<file path="src/rtl/spi_regfile_slave_pkg.sv">
// Opcode/state encodings and an address-window helper shared by the SPI
// register-file slave.
package spi_regfile_slave_pkg;

   typedef enum logic [1:0] {
      OP_NOP = 2'b00,
      OP_WR  = 2'b01,
      OP_RD  = 2'b10,
      OP_CLR = 2'b11
   } op_t;

   localparam logic [2:0] ST_IDLE = 3'd0;
   localparam logic [2:0] ST_CMD  = 3'd1;
   localparam logic [2:0] ST_RD   = 3'd2;
   localparam logic [2:0] ST_WR   = 3'd3;
   localparam logic [2:0] ST_DROP = 3'd4;

   // True when lo <= a < hi.
   function automatic logic in_window(input logic [31:0] a, input logic [31:0] lo,
                                      input logic [31:0] hi);
      return (a >= lo) && (a < hi);
   endfunction

endpackage

</file>
<file path="src/rtl/spi_regfile_slave_if.sv">
// SPI pins plus register-file request/response signals of the slave bridge.
interface spi_regfile_slave_if #(
   parameter int WORD_W = 16,
   parameter int ADDR_W = 10
);
   logic              SPI_CLK;
   logic              SSEL;
   logic              MOSI;
   logic              MISO;
   logic              REG_RD_EN;
   logic [ADDR_W-1:0] REG_RD_ADDR;
   logic [WORD_W-1:0] REG_RD_DATA;
   logic              REG_WR_EN;
   logic [ADDR_W-1:0] REG_WR_ADDR;
   logic [WORD_W-1:0] REG_WR_DATA;
   logic              ERR;

   modport slave (
      input  SPI_CLK, SSEL, MOSI, REG_RD_DATA,
      output MISO, REG_RD_EN, REG_RD_ADDR, REG_WR_EN, REG_WR_ADDR, REG_WR_DATA, ERR
   );

   modport master (
      output SPI_CLK, SSEL, MOSI, REG_RD_DATA,
      input  MISO, REG_RD_EN, REG_RD_ADDR, REG_WR_EN, REG_WR_ADDR, REG_WR_DATA, ERR
   );
endinterface

</file>
<file path="src/rtl/spi_regfile_slave_sync_edge.sv">
// N-stage synchroniser; level and edges are taken from its two oldest stages,
// so any action on an edge lands exactly STAGES clocks after the pin changed.
module spi_regfile_slave_sync_edge #(
   parameter int STAGES = 3
) (
   input  logic clk,
   input  logic rst,
   input  logic raw,
   output logic level,
   output logic rise,
   output logic fall
);
   logic [STAGES-1:0] chain;

   // Reset to 0 so a slave select already low at reset never looks like a new frame.
   always_ff @(posedge clk or posedge rst) begin
      if (rst) chain <= '0;
      else     chain <= {chain[STAGES-2:0], raw};
   end

   assign level = chain[STAGES-2];
   assign rise  = chain[STAGES-2] & ~chain[STAGES-1];
   assign fall  = ~chain[STAGES-2] & chain[STAGES-1];
endmodule

</file>
<file path="src/rtl/spi_regfile_slave.sv">
// SPI slave bridging a host master to a register file: burst read/write with
// auto-increment, write-protected low region and sticky range/protection error.
module spi_regfile_slave
   import spi_regfile_slave_pkg::*;
#(
   parameter int                WORD_W      = 16,
   parameter int                ADDR_W      = 10,
   parameter int                NUM_REGS    = 43,
   parameter int                WR_BASE     = 24,
   parameter int                SYNC_STAGES = 3,
   parameter logic [WORD_W-1:0] IDLE_WORD   = 16'h0003
) (
   input logic                 SYS_CLK,
   input logic                 SYS_RST,
   spi_regfile_slave_if.slave  bus
);
   localparam int CNT_W = $clog2(WORD_W);

   logic              sck_level_unused, sck_rise, sck_fall;
   logic              ssel_level, ssel_rise, ssel_fall;
   logic              mosi_level, mosi_rise_unused, mosi_fall_unused;
   logic [CNT_W-1:0]  bit_cnt;
   logic [WORD_W-2:0] rx_shift;
   logic [WORD_W-1:0] rx_word, tx_shift, tx_hold, tx_src, wr_word;
   logic [ADDR_W-1:0] addr;
   logic [2:0]        state;
   logic              last_bit, word_done, rd_req, rd_cap, rd_bad, wr_req;
   logic              addr_readable, addr_writable, err_set, err_clr;
   op_t               cmd_op;

   spi_regfile_slave_sync_edge #(.STAGES(SYNC_STAGES)) u_sck (
      .clk(SYS_CLK), .rst(SYS_RST), .raw(bus.SPI_CLK),
      .level(sck_level_unused), .rise(sck_rise), .fall(sck_fall));
   spi_regfile_slave_sync_edge #(.STAGES(SYNC_STAGES)) u_ssel (
      .clk(SYS_CLK), .rst(SYS_RST), .raw(bus.SSEL),
      .level(ssel_level), .rise(ssel_rise), .fall(ssel_fall));
   spi_regfile_slave_sync_edge #(.STAGES(SYNC_STAGES)) u_mosi (
      .clk(SYS_CLK), .rst(SYS_RST), .raw(bus.MOSI),
      .level(mosi_level), .rise(mosi_rise_unused), .fall(mosi_fall_unused));

   assign rx_word       = {rx_shift, mosi_level};
   assign last_bit      = (bit_cnt == CNT_W'(WORD_W - 1));
   assign word_done     = sck_fall && !ssel_level && last_bit;
   assign cmd_op        = op_t'(rx_word[WORD_W-1 -: 2]);
   assign addr_readable = in_window(32'(addr), 32'd0, 32'(NUM_REGS));
   assign addr_writable = in_window(32'(addr), 32'(WR_BASE), 32'(NUM_REGS));
   assign tx_src        = (state == ST_CMD || state == ST_RD || state == ST_WR) ? tx_hold : '0;
   assign err_set       = (rd_cap && rd_bad) || (wr_req && !addr_writable);
   assign err_clr       = (state == ST_CMD) && word_done && !ssel_rise && (cmd_op == OP_CLR);
   assign bus.MISO      = tx_shift[WORD_W-1];

   always_ff @(posedge SYS_CLK or posedge SYS_RST) begin
      if (SYS_RST) begin
         bit_cnt  <= '0;
         rx_shift <= '0;
         tx_shift <= '0;
      end else if (ssel_level) begin
         bit_cnt <= '0;
      end else begin
         if (sck_fall) begin
            rx_shift <= rx_word[WORD_W-2:0];
            bit_cnt  <= last_bit ? '0 : bit_cnt + 1'b1;
         end
         if (sck_rise)
            tx_shift <= (bit_cnt == '0) ? tx_src : {tx_shift[WORD_W-2:0], 1'b0};
      end
   end

   // Read path: request one cycle after word_done, data returns a cycle after
   // the strobe and lands in tx_hold well before the next word's first SCK rise.
   always_ff @(posedge SYS_CLK or posedge SYS_RST) begin
      if (SYS_RST) begin
         state           <= ST_IDLE;
         tx_hold         <= IDLE_WORD;
         addr            <= '0;
         rd_req          <= 1'b0;
         rd_cap          <= 1'b0;
         rd_bad          <= 1'b0;
         wr_req          <= 1'b0;
         wr_word         <= '0;
         bus.REG_RD_EN   <= 1'b0;
         bus.REG_RD_ADDR <= '0;
         bus.REG_WR_EN   <= 1'b0;
         bus.REG_WR_ADDR <= '0;
         bus.REG_WR_DATA <= '0;
         bus.ERR         <= 1'b0;
      end else begin
         bus.REG_RD_EN <= 1'b0;
         bus.REG_WR_EN <= 1'b0;
         rd_req        <= 1'b0;
         wr_req        <= 1'b0;
         rd_cap        <= bus.REG_RD_EN;
         if (rd_req) begin
            bus.REG_RD_EN   <= 1'b1;
            bus.REG_RD_ADDR <= addr;
            rd_bad          <= !addr_readable;
            addr            <= addr + 1'b1;
         end
         if (rd_cap) tx_hold <= rd_bad ? '0 : bus.REG_RD_DATA;
         if (wr_req) begin
            if (addr_writable) begin
               bus.REG_WR_EN   <= 1'b1;
               bus.REG_WR_ADDR <= addr;
               bus.REG_WR_DATA <= wr_word;
            end
            addr <= addr + 1'b1;
         end
         if (err_set)      bus.ERR <= 1'b1;
         else if (err_clr) bus.ERR <= 1'b0;

         // A slave-select rise abandons whatever word was in flight.
         if (ssel_rise) state <= ST_IDLE;
         else begin
            case (state)
               ST_IDLE: if (ssel_fall) begin
                  state   <= ST_CMD;
                  tx_hold <= IDLE_WORD;
               end
               ST_CMD: if (word_done) begin
                  case (cmd_op)
                     OP_RD: begin
                        addr   <= rx_word[ADDR_W-1:0];
                        rd_req <= 1'b1;
                        state  <= ST_RD;
                     end
                     OP_WR: begin
                        addr    <= rx_word[ADDR_W-1:0];
                        tx_hold <= rx_word;
                        state   <= ST_WR;
                     end
                     default: state <= ST_DROP;
                  endcase
               end
               ST_RD: if (word_done) rd_req <= 1'b1;
               ST_WR: if (word_done) begin
                  wr_req  <= 1'b1;
                  wr_word <= rx_word;
                  tx_hold <= rx_word;
               end
               default: ;
            endcase
         end
      end
   end
endmodule

</file>
<file path="src/flat_wrapper.sv">
// flat-port wrapper written by rule: the top's interface ports become plain ports
module spi_regfile_slave_flat import spi_regfile_slave_pkg::*;
#(
   parameter int                WORD_W      = 16,
   parameter int                ADDR_W      = 10,
   parameter int                NUM_REGS    = 43,
   parameter int                WR_BASE     = 24,
   parameter int                SYNC_STAGES = 3,
   parameter logic [WORD_W-1:0] IDLE_WORD   = 16'h0003
)
  (SYS_CLK, SYS_RST, bus_SPI_CLK, bus_SSEL, bus_MOSI, bus_REG_RD_DATA, bus_MISO, bus_REG_RD_EN, bus_REG_RD_ADDR, bus_REG_WR_EN, bus_REG_WR_ADDR, bus_REG_WR_DATA, bus_ERR);
  spi_regfile_slave_if #(.WORD_W(WORD_W), .ADDR_W(ADDR_W)) bus_i ();
  input logic SYS_CLK;
  input logic SYS_RST;
  input wire logic [$bits(bus_i.SPI_CLK)-1:0] bus_SPI_CLK;
  input wire logic [$bits(bus_i.SSEL)-1:0] bus_SSEL;
  input wire logic [$bits(bus_i.MOSI)-1:0] bus_MOSI;
  input wire logic [$bits(bus_i.REG_RD_DATA)-1:0] bus_REG_RD_DATA;
  output wire logic [$bits(bus_i.MISO)-1:0] bus_MISO;
  output wire logic [$bits(bus_i.REG_RD_EN)-1:0] bus_REG_RD_EN;
  output wire logic [$bits(bus_i.REG_RD_ADDR)-1:0] bus_REG_RD_ADDR;
  output wire logic [$bits(bus_i.REG_WR_EN)-1:0] bus_REG_WR_EN;
  output wire logic [$bits(bus_i.REG_WR_ADDR)-1:0] bus_REG_WR_ADDR;
  output wire logic [$bits(bus_i.REG_WR_DATA)-1:0] bus_REG_WR_DATA;
  output wire logic [$bits(bus_i.ERR)-1:0] bus_ERR;
  assign bus_i.SPI_CLK = bus_SPI_CLK;
  assign bus_i.SSEL = bus_SSEL;
  assign bus_i.MOSI = bus_MOSI;
  assign bus_i.REG_RD_DATA = bus_REG_RD_DATA;
  assign bus_MISO = bus_i.MISO;
  assign bus_REG_RD_EN = bus_i.REG_RD_EN;
  assign bus_REG_RD_ADDR = bus_i.REG_RD_ADDR;
  assign bus_REG_WR_EN = bus_i.REG_WR_EN;
  assign bus_REG_WR_ADDR = bus_i.REG_WR_ADDR;
  assign bus_REG_WR_DATA = bus_i.REG_WR_DATA;
  assign bus_ERR = bus_i.ERR;
  spi_regfile_slave #(.WORD_W(WORD_W), .ADDR_W(ADDR_W), .NUM_REGS(NUM_REGS), .WR_BASE(WR_BASE), .SYNC_STAGES(SYNC_STAGES), .IDLE_WORD(IDLE_WORD)) u_core (.SYS_CLK(SYS_CLK), .SYS_RST(SYS_RST), .bus(bus_i));
endmodule
</file>
<file path="config.mk">
export PLATFORM = sky130hd
export DESIGN_NAME = spi_regfile_slave_flat
export DESIGN_NICKNAME = d
export VERILOG_FILES = /design/src/rtl/spi_regfile_slave_pkg.sv /design/src/rtl/spi_regfile_slave_if.sv /design/src/rtl/spi_regfile_slave_sync_edge.sv /design/src/rtl/spi_regfile_slave.sv /design/src/flat_wrapper.sv
export SDC_FILE = /design/constraint.sdc
export NUM_CORES = 1
export LEC_CHECK = 0
export CAP_MARGIN = 10
export CELL_PAD_IN_SITES_DETAIL_PLACEMENT = 0
export CELL_PAD_IN_SITES_GLOBAL_PLACEMENT = 1
export CORE_ASPECT_RATIO = 1.75
export CORE_UTILIZATION = 51
export DETAILED_ROUTE_END_ITERATION = 10
export DONT_BUFFER_PORTS = 1
export MAX_ROUTING_LAYER = met4
export PLACE_DENSITY_LB_ADDON = 0.1
export SYNTH_ARGS = -nofsm -noshare
export SYNTH_HDL_FRONTEND = slang
export SYNTH_SLANG_ARGS = --single-unit
export TNS_END_PERCENT = 50
</file>
<file path="constraint.sdc">
create_clock -name SYS_CLK -period 5.4 [get_ports SYS_CLK]
set_clock_uncertainty 0.15 [all_clocks]
set_input_delay 1.08 -clock SYS_CLK [delete_from_list [all_inputs] [get_ports SYS_CLK]]
set_output_delay 1.08 -clock SYS_CLK [all_outputs]
set_load 0.02 [all_outputs]
</file>
# ---- Word level (Yosys, flattened, before mapping)
# Cells that the tools add are included.
dict set report classes {
  add_sub_neg 2
  n_mul 0
  div 0
  order_cmp 2
  n_eq_ne 9
  shifts 0
  muxes 36
  n_bitwise 9
  reduce_logical 26
}
# cell count
set ops {}
lappend ops {{16-bit 2-to-1 mux} 9}
lappend ops {{10-bit 2-to-1 mux} 6}
lappend ops {{16-bit case mux with 3 select lines} 1}
lappend ops {{4-bit 2-to-1 mux} 3}
lappend ops {{3-bit case mux with 2 select lines} 2}
lappend ops {{1-bit 2-to-1 mux} 11}
lappend ops {{10-bit by 1-bit adder with 10-bit output, second input constant} 1}
lappend ops {{10-bit by 5-bit greater-or-equal comparator with 1-bit output, second input constant} 1}
lappend ops {{10-bit by 6-bit < comparator with 1-bit output, second input constant} 1}
lappend ops {{3-bit 2-to-1 mux} 3}
lappend ops {{1-bit logical AND} 8}
lappend ops {{3-bit by 2-bit == test with 1-bit output, second input constant} 2}
lappend ops {{3-bit by 1-bit inequality test with 1-bit output, second input constant} 2}
lappend ops {{2-bit AND reduction} 3}
lappend ops {{3-bit AND reduction} 2}
lappend ops {{1-bit NOT} 5}
lappend ops {{4-bit by 1-bit adder with 4-bit output, second input constant} 1}
lappend ops {{1-bit AND} 4}
lappend ops {{2-bit == test, second input constant} 2}
lappend ops {{4-bit == test, second input constant} 1}
lappend ops {{1-bit zero test} 4}
lappend ops {{4-bit zero test} 1}
lappend ops {{2-bit nonzero test} 2}
lappend ops {{3-bit by 1-bit == test with 1-bit output, second input constant} 1}
lappend ops {{6 further kinds} 8}
dict set report word_totals {
  regBits 131
  latchBits 0
  ramBits 0
  mem_bits_ro 0
  in_bits 21
  output_inout_bits 40
  elab_cells 104
  memories 0
}

# ---- Logic depth before layout (Yosys ltp)
# Gate-level depths: netlist of the first run.
dict set report logic_depth {
  depth_word 9
  mapped_depth 8
  ltp_nobuf 6
}

# ---- Cells and area by module
# A second synthesis of the first run with hierarchy kept.
dict set report unflattened {
  cells_unflattened 473
  hier_area_um2 5781.8
}
# mod instances cells_each area_per_inst_um2 seq_area_each_um2
set modules_own_cells {}
lappend modules_own_cells {spi_regfile_slave 1 455 5500.3 3080.5}
lappend modules_own_cells {spi_regfile_slave_sync_edge 3 6 93.8 75.1}

# ---- Worst setup path after synthesis of the first run
# No wires, ideal clock.
dict set report synth_path {
  path_type {flip-flop to flip-flop}
  from {register u_core.addr[0]}
  to {register u_core.bus.REG_WR_DATA[0]}
  setup_ns 0.128
  arrival_time_ns 1.735
  required_time_ns 5.122
  slack_ns 3.387
  stages_incl_launch_ff 7
  path_buffers 1
  synth_period_minus_slack_ns 2.013
  path_cell_list {dfrtp_1 > ha_1 > o21a_1 > o22a_1 > nor2_4 > buf_4 > mux2_1}
}
dict set report synth_via {
  elab_chain_cells 3
  word_cells_on_any_way 4
  classes_between {order compare: 2; reduce/logical: 2}
}
# item line
set synth_rtl {}
lappend synth_rtl {{start: declaration} spi_regfile_slave.sv:25} ;# logic [ADDR_W-1:0] addr;
lappend synth_rtl {{start signal: assignment} spi_regfile_slave.sv:97} ;# addr <= addr + 1'b1;
lappend synth_rtl {{start signal: assignment} spi_regfile_slave.sv:106} ;# addr <= addr + 1'b1;
lappend synth_rtl {{start signal: assignment} spi_regfile_slave.sv:122} ;# addr <= rx_word[ADDR_W-1:0];
lappend synth_rtl {{10-bit by 5-bit greater-or-equal comparator with 1-bit output / 10-bit by 6-bit < comparator with 1-bit output (equally long branches)} spi_regfile_slave_pkg.sv:21} ;# return (a >= lo) && (a < hi);
lappend synth_rtl {{1-bit logical AND (*)} spi_regfile_slave_pkg.sv:21}
lappend synth_rtl {{2-bit AND reduction (no line) (*)} -}
lappend synth_rtl {{end signal: assignment} spi_regfile_slave.sv:104} ;# bus.REG_WR_DATA <= wr_word;
lappend synth_rtl {{end: declaration} spi_regfile_slave_if.sv:20} ;# output MISO, REG_RD_EN, REG_RD_ADDR, REG_WR_EN, REG_WR_ADDR, REG_WR_DATA, ERR
# Every way passes the cells marked *; elsewhere a longest branch is shown, timed or not.
# A chain may end at the register's enable or synchronous reset.

# ---- Worst setup path after layout of the first run
dict set report layout_path {
  from {register u_core.u_ssel.chain[1]}
  to {register u_core.tx_hold[2]}
}
dict set report layout_via {
  elab_chain_cells 6
  word_cells_on_any_way 11
  classes_between {mux: 5; bitwise: 3; reduce/logical: 3}
}
# item line
set layout_rtl {}
lappend layout_rtl {{start: declaration} spi_regfile_slave_sync_edge.sv:13} ;# logic [STAGES-1:0] chain;
lappend layout_rtl {{start signal: assignment} spi_regfile_slave_sync_edge.sv:18} ;# else chain <= {chain[STAGES-2:0], raw};
lappend layout_rtl {{1-bit zero test} spi_regfile_slave.sv:43} ;# assign word_done = sck_fall && !ssel_level && last_bit;
lappend layout_rtl {{1-bit logical AND (2 in a row)} spi_regfile_slave.sv:43}
lappend layout_rtl {{16-bit 2-to-1 mux, on equally long branches} {spi_regfile_slave.sv:135, spi_regfile_slave.sv:119}}
lappend layout_rtl {{16-bit case mux with 3 select lines} spi_regfile_slave.sv:114} ;# case (state)
lappend layout_rtl {{16-bit 2-to-1 mux (*)} spi_regfile_slave.sv:112} ;# if (ssel_rise) state <= ST_IDLE;
lappend layout_rtl {{end signal: assignment} spi_regfile_slave.sv:99} ;# if (rd_cap) tx_hold <= rd_bad ? '0 : bus.REG_RD_DATA;
lappend layout_rtl {{end signal: assignment} spi_regfile_slave.sv:128} ;# tx_hold <= rx_word;
lappend layout_rtl {{end signal: assignment} spi_regfile_slave.sv:138} ;# tx_hold <= rx_word;
lappend layout_rtl {{end: declaration} spi_regfile_slave.sv:24} ;# logic [WORD_W-1:0] rx_word, tx_shift, tx_hold, tx_src, wr_word;
# Marks and branches as above.

==> results of run 1 <==
## stage by stage
step                      cells  instance area, sq um  util [%]  total power, mW  setup slack [ns]
final                       607                  6330      59.2             2.40              2.76
after global routing        607                  6330      59.2             2.49              2.47
after CTS                   607                  6330      59.2             2.43              2.71
after detailed placement    575                  5690      53.2             1.20              2.71
after global placement      575                  5690      53.2             1.19              2.77
after floorplan             468                  5640         -             1.16             0.676
## worst reg2reg max path: cells and delay by family, from the launching register on
family / cells / cell delay [ns]
buffers and inverters: 1 / 0.29
and+or+nand+nor: 2 / 0.31
DFF: 1 / 0.53
AOI/OAI and AO/OA: 2 / 1.20
## state kept, by name, indices dropped and copies added, names as in the netlist, 2 cells and up
| name | flops |
|---|---|
| u_core.bus.REG_WR_ADDR | 10 |
| u_core.state | 3 |
| u_core.bus.REG_WR_DATA | 16 |
| u_core.rx_shift | 15 |
| u_core.wr_word | 16 |
| u_core.bit_cnt | 4 |
| u_core.addr | 10 |
| u_core.u_mosi.chain | 2 |
| u_core.tx_hold | 16 |
| u_core.u_ssel.chain | 3 |
| u_core.u_sck.chain | 3 |
| u_core.tx_shift | 16 |
| u_core.bus.REG_RD_ADDR | 10 |
## power breakdown
part | switching (mW) | internal, mW
registers | 0.0586 | 1.03
clock network | 0.424 | 0.793
logic | 0.0544 | 0.0391
total | 0.537 | 1.86
## layout make-up
cell class	instances	share of cell area (%)
Clock inverter	13	3.12
Inverter	10	0.633
Clock buffer	19	7.00
Tap cell	130	2.57
Multi-Input combinational cell	301	34.5
Sequential cell	131	51.8
Timing Repair Buffer	3	0.356
## worst paths after layout
kind	to	from	slack, ns	cells after the start
setup / recovery	u_core.tx_hold[2]	u_core.u_ssel.chain[1]	2.76	5
hold / removal	u_core.u_mosi.chain[1]	u_core.u_mosi.chain[0]	0.19	0
setup reg to reg	u_core.tx_hold[2]	u_core.u_ssel.chain[1]	2.76	5
hold reg to reg	u_core.u_mosi.chain[1]	u_core.u_mosi.chain[0]	0.19	0
max in group asynchronous	u_core.bus.ERR	SYS_RST	3.67	2
min in group asynchronous	u_core.bus.REG_WR_ADDR[8]	SYS_RST	0.44	1
## per-layer routing
| metal | wire length [microns] | up-vias | GRT usage [%] |
|---|---|---|---|
| li1 | - | 1615 | - |
| met1 | 4770 | 1662 | 25.9 |
| met2 | 5500 | 61 | 34.5 |
| met3 | 315 | 11 | 4.66 |
| met4 | 122 | 0 | 6.48 |
| met5 | 0 | - | - |
## cells by family (layout without fill, tap and decap cells)
| logic type | after synthesis | in the layout | synth area share, % |
|---|---|---|---|
| AND/OR/NAND/NOR | 138 | 138 | 12.9 |
| AO/OA/AOI/OAI | 86 | 86 | 10.5 |
| multiplexers | 60 | 60 | 11.9 |
| adder cells (fa/ha/maj) | 7 | 7 | 1.55 |
| flip-flops | 131 | 131 | 58.2 |
| buffers and inverters | 36 | 45 | 3.37 |
| XOR/XNOR | 10 | 10 | 1.55 |
## synth_stat cells (3+ instances only)
master / count / area, sq um
a32oi_1: 15 / 131
nor2_1: 11 / 41.3
buf_4: 5 / 37.5
xor2_1: 7 / 61.3
nand3_1: 3 / 15.0
a21oi_1: 21 / 105
o21ai_1: 8 / 40.0
nand2b_1: 3 / 18.8
buf_6: 3 / 33.8
nor2b_1: 22 / 138
buf_2: 10 / 50.1
o21ai_2: 10 / 87.6
o21ai_0: 18 / 90.1
nand2_1: 74 / 278
clkbuf_1: 7 / 26.3
dfrtp_1: 129 / 3230
mux2_2: 38 / 428
ha_1: 7 / 87.6
xnor2_1: 3 / 26.3
and3_1: 3 / 18.8
inv_1: 10 / 37.5
mux2_1: 20 / 225
==> summary.txt, run 1 <==
Floorplan
  • Die Ht: 141 microns
  • Die Wd: slightly above 80 microns
  • Initial Utilization: 52.7%
  • Die ar.: around 11000 sq um
  • Core area: about 11000 sq um
  • Site Rows: 50
  • # IOs: slightly above 60

Synth
  • Avg Synthesized Cell Area: about 12 sq um
  • Post-synth top flop: dfrtp_1
  • Cells after Synth: 468
  • Post-synth EDFFs: 0
  • Async S/R FF share, synth: between 90% and 100%
  • #FFs+latches synth: around 130
  • Synth warn: 0
  • Synth unique cells: 53
  • Syn_nets: 496
  • Syn Std Cell Area: roughly 5600 sq um
  • Seq/Total Area, Yosys: about 58%

Finish
  • Layout fillers: slightly below 900
  • Footprint of the multi-input gates: 2180 sq um
  • Share of layout cells above drive strength 1: 20.1%
  • Commonest non-fill, non-tap cell in the layout: dfrtp_1
  • Most frequent cells in the layout: dfrtp_1, nand2_1, mux2_2
  • ANT cells: 0
  • Layout Area Growth over Synthesis: 12.2%
  • Register Area: 3280 sq um
  • Final #Nets: 492

Setup path
  • Crit Path Category: flop to flop
  • Buf/Inv on CP: 1
  • Worst EP required: 5.49 ns
  • Setup crit end kind: flop
  • CP Cell Sequence: nor3b_2, buf_4, nand2_4, a2111oi_4, o21ai_0
  • CP max FO: 19
  • CP max stage cell: a2111oi_4
  • CP arrival: 2.73 ns
  • Slowest stage delay, CP: 0.99 ns
  • CP Launch Type: flop
  • Crit path max-delay family: compound AO/OA/AOI/OAI gates

Detailed routing
  • Initial DRC Count: between 150 and 200
  • Detailed-route via count: 3349
  • Residual DRC: 0
  • Vias per inst: 5.52
  • TritonRoute pass-1 iters: 6
  • Post-route ant nets: 0
  • Total length of routed wires: roughly 11000 microns
  • Wire length per cell: 17.6 microns

GRT
  • Gr ovfl total: 0
  • Gr usage total: 21.2%
  • Largest net degree at the start of global routing: 47
  • Vias in the first global route: 3544
  • First-pass GRT wire length: 17800 microns
  • Initial antenna violation count: 0

Clocking
  • Worst-path clk slew: 0.06 ns
  • Post-CTS Setup Bufs: 0
  • CTS max path bufs: 2
  • H-tree depth: 4
  • CTS Buf Count: 17
  • Post_cts resized: 0
  • Clock Sinks: 131
  • Clk_lat worst skew: 0.40 ns
  • Root buffer cell: clkbuf_16
  • CTS Hold Buffers Added: 0
  • CTS tree: built

Timing
  • Total negative setup slack: 0 ns
  • Final Hold Viols: 0
  • Endpoints failing setup: 0
  • Fin crit share: 48.9%
  • RSZ-0062 raised after global routing: false
  • Measured slew at the worst slew-check pin: 1.14 ns
  • Fin crit period: 2.64 ns
  • WHS: 0.193 ns
  • Relative slew slack: 24.0%
  • Top achievable clock speed: 379 MHz
  • Final Max Slew Viols: 0

Place
  • DPL Wire Length: 7340 microns
  • # port buffers: 0
  • Final Wtd Congestion: 0.783

Pwr
  • Leakage power total: 3.06 nW
  • Worst VDD drop: 247 uV
  • Power density cells: 379 nW/um^2

Flow run
  • MaxCap Viol Count: 0

Min path
  • Hold Path Class: flop to flop

Status
  • Status: finished, final reports clean
Note: power is estimated with default switching activity, not from simulation.
==> run 2, diff against run 1 <==
Settings changed: CORE_UTILIZATION 51 to 46.
Clock period 5.4 ns to 2.4 ns, I/O delays scaled along.
==> run 2 against run 1 <==
  * Cell area grew 2.6%
  * Global-route usage shrank 0.15 points
  * Maximum frequency increased by 24%
  * Power increased by 120%
  * Register-to-register slack worse by 2.5 ns
  * Critical path depth rose by 1
  * Hold slack worse by 0.092 ns
  * Setup slack worse by 2.5 ns
  * Critical endpoint is now u_core.bus.REG_WR_DATA[14]
  * Largest power group unchanged
==> summary.txt, run 2 (synthesis results as in run 1) <==
Finish
  • ANT cells: 0 (unchanged)
  • Layout fillers: 1050 (+19%)
  • Layout Area Growth over Synthesis: 15.2%
  • Share of layout cells above drive strength 1: 22.6% (+2.5 points)
  • Most frequent cells in the layout: dfrtp_1, nand2_1, mux2_2
  • Commonest non-fill, non-tap cell in the layout: dfrtp_1
  • Final #Nets: 511 (+3.9%)

Timing
  • Final Max Slew Viols: 0 (unchanged)
  • Measured slew at the worst slew-check pin: 0.479 ns (-0.659 ns)
  • Fin crit period: 2.14 ns (-0.505 ns)
  • Top achievable clock speed: 468 MHz (+24%)
  • Fin crit share: 89.0% (+40 points)
  • Endpoints failing setup: 0 (unchanged)
  • Total negative setup slack: 0 ns (unchanged)
  • Relative slew slack: 68.0% (+44 points)
  • Final Hold Viols: 0 (unchanged)
  • RSZ-0062 raised after global routing: false
  • Final setup margin: 0.264 ns (-2.50 ns)

Clocking
  • CTS Buf Count: 17 (unchanged)
  • Clk_lat worst skew: 0.41 ns (about the same)
  • Worst-path clk slew: 0.06 ns (about the same)
  • H-tree depth: 4 (unchanged)
  • Post_cts resized: 0 (unchanged)
  • Root buffer cell: clkbuf_16
  • Clock Sinks: 131 (unchanged)
  • Post-CTS Setup Bufs: 0 (unchanged)
  • CTS tree: built
  • CTS Hold Buffers Added: 4 (+4)
  • CTS max path bufs: 2 (unchanged)

GRT
  • Largest net degree at the start of global routing: 66 (+40%)
  • First-pass GRT wire length: 19600 microns (+11%)
  • Vias in the first global route: 3820 (+7.8%)
  • Gr usage total: 21.0% (-0.15 points)
  • Gr ovfl total: 0 (unchanged)
  • Initial antenna violation count: 0 (unchanged)

Detailed routing
  • Initial DRC Count: 156 (+2.0%)
  • Vias per inst: 5.25 (-4.9%)
  • Detailed-route via count: 3469 (+3.6%)
  • Post-route ant nets: 0 (unchanged)
  • Wire length per cell: 17.4 microns (-1.1%)
  • Residual DRC: 0 (unchanged)
  • Total length of routed wires: 11500 microns (+7.7%)
  • TritonRoute pass-1 iters: 4 (-2)

Floorplan
  • Die Wd: 85.7 microns (+5.2%)
  • Initial Utilization: 47.0% (-5.7 points)
  • Site Rows: 53 (+6.0%)
  • Die Ht: 148 microns (+5.2%)
  • # IOs: 61 (unchanged)
  • Die ar.: 12700 sq um (+11%)
  • Core area: 12000 sq um (+12%)

Setup path
  • Worst R2R Path Depth: 6 (+1)
  • CP max FO: 17 (-2)
  • Buf/Inv on CP: 1 (unchanged)
  • Stages on worst setup path: 6 (+1)
  • CP Launch Type: flop
  • Worst EP required: 2.54 ns (-2.95 ns)
  • Crit path max-delay family: compound AO/OA/AOI/OAI gates
  • Crit Path Category: flop to flop
  • Setup crit end kind: flop
  • CP arrival: 2.28 ns (-0.45 ns)
  • CP max stage cell: dfrtp_1
  • CP Cell Sequence: ha_1, o21a_1, o22a_1, nor2_4, buf_4, mux2_2
  • Slowest stage delay, CP: 0.43 ns (-0.56 ns)

Flow run
  • MaxCap Viol Count: 0 (unchanged)

Pwr
  • Power density cells: 807 nW/um^2 (+110%)
  • Worst VDD drop: 522 uV (+110%)
  • Leakage power total: 3.13 nW (+2.2%)

Min path
  • Hold Path Class: input port to flop
  • Worst Hold Depth: 2 (+2)

Place
  • Pre-CTS setup slack: 0.249 ns (-2.47 ns)
  • # port buffers: 0 (unchanged)
  • Final Wtd Congestion: 0.889 (+14%)
  • DPL Wire Length: 7880 microns (+7.3%)

Status
  • Status: finished, final reports clean
run 2: layer usage:
metal,GRT usage (%),routed length (microns),vias to the layer above
li1,-,-,1662
met1,25.4,4970,1727
met2,34.1,5940,69
met3,4.99,451,11
met4,8.25,165,0
met5,-,0,-
run 2: cell type report:
type / count / area [sq um] / area share, %
tap: 165 / 206 / 3.18
clock buffer: 18 / 439 / 6.76
sequential: 131 / 3280 / 50.5
inverter: 10 / 41.3 / 0.635
timing repair buffer: 22 / 200 / 3.08
clock inverter: 14 / 155 / 2.39
multi-input combinational: 301 / 2170 / 33.5
run 2: metrics by stage:
| stage | std cells | hold slack [ns] | utilization [%] | instance area, sq um | power, mW |
|---|---|---|---|---|---|
| finish | 661 | 0.100 | 54.1 | 6500 | 5.24 |
| global route | 661 | 0.0962 | 54.1 | 6500 | 5.46 |
| CTS | 661 | 0.0886 | 54.1 | 6500 | 5.31 |
| detailed placement | 625 | 0.192 | 48.8 | 5860 | 2.72 |
| global placement | 625 | 0.189 | 48.8 | 5860 | 2.71 |
| floorplan | 468 | 0.181 | - | 5640 | 2.62 |
run 2: power by group:
part | internal, mW | leakage (nW) | switching [mW]
clock network | 1.57 | 0.280 | 0.994
registers | 2.31 | 1.79 | 0.138
logic | 0.101 | 1.07 | 0.125
total | 3.98 | 3.13 | 1.26
run 2: worst reg2reg max path, cell delays in order (launching register included):
cell and delay (ns):
dfrtp_1 0.43, ha_1 0.24, o21a_1 0.21, o22a_1 0.26, nor2_4 0.12, buf_4 0.25
mux2_2 0.36
run 2: path summary, 6_finish.rpt:
| check | startpoint | end | slack, ns |
|---|---|---|---|
| min in group asynchronous | SYS_RST | u_core.rx_shift[6] | 0.41 |
| worst max register to register | u_core.addr[1] | u_core.bus.REG_WR_DATA[14] | 0.26 |
| worst min-delay path | bus_REG_RD_DATA[12] | u_core.tx_hold[12] | 0.10 |
| worst min register to register | u_core.u_ssel.chain[0] | u_core.u_ssel.chain[1] | 0.21 |
| max in group asynchronous | SYS_RST | u_core.addr[6] | 1.04 |
| worst max-delay path | u_core.addr[1] | u_core.bus.REG_WR_DATA[14] | 0.26 |
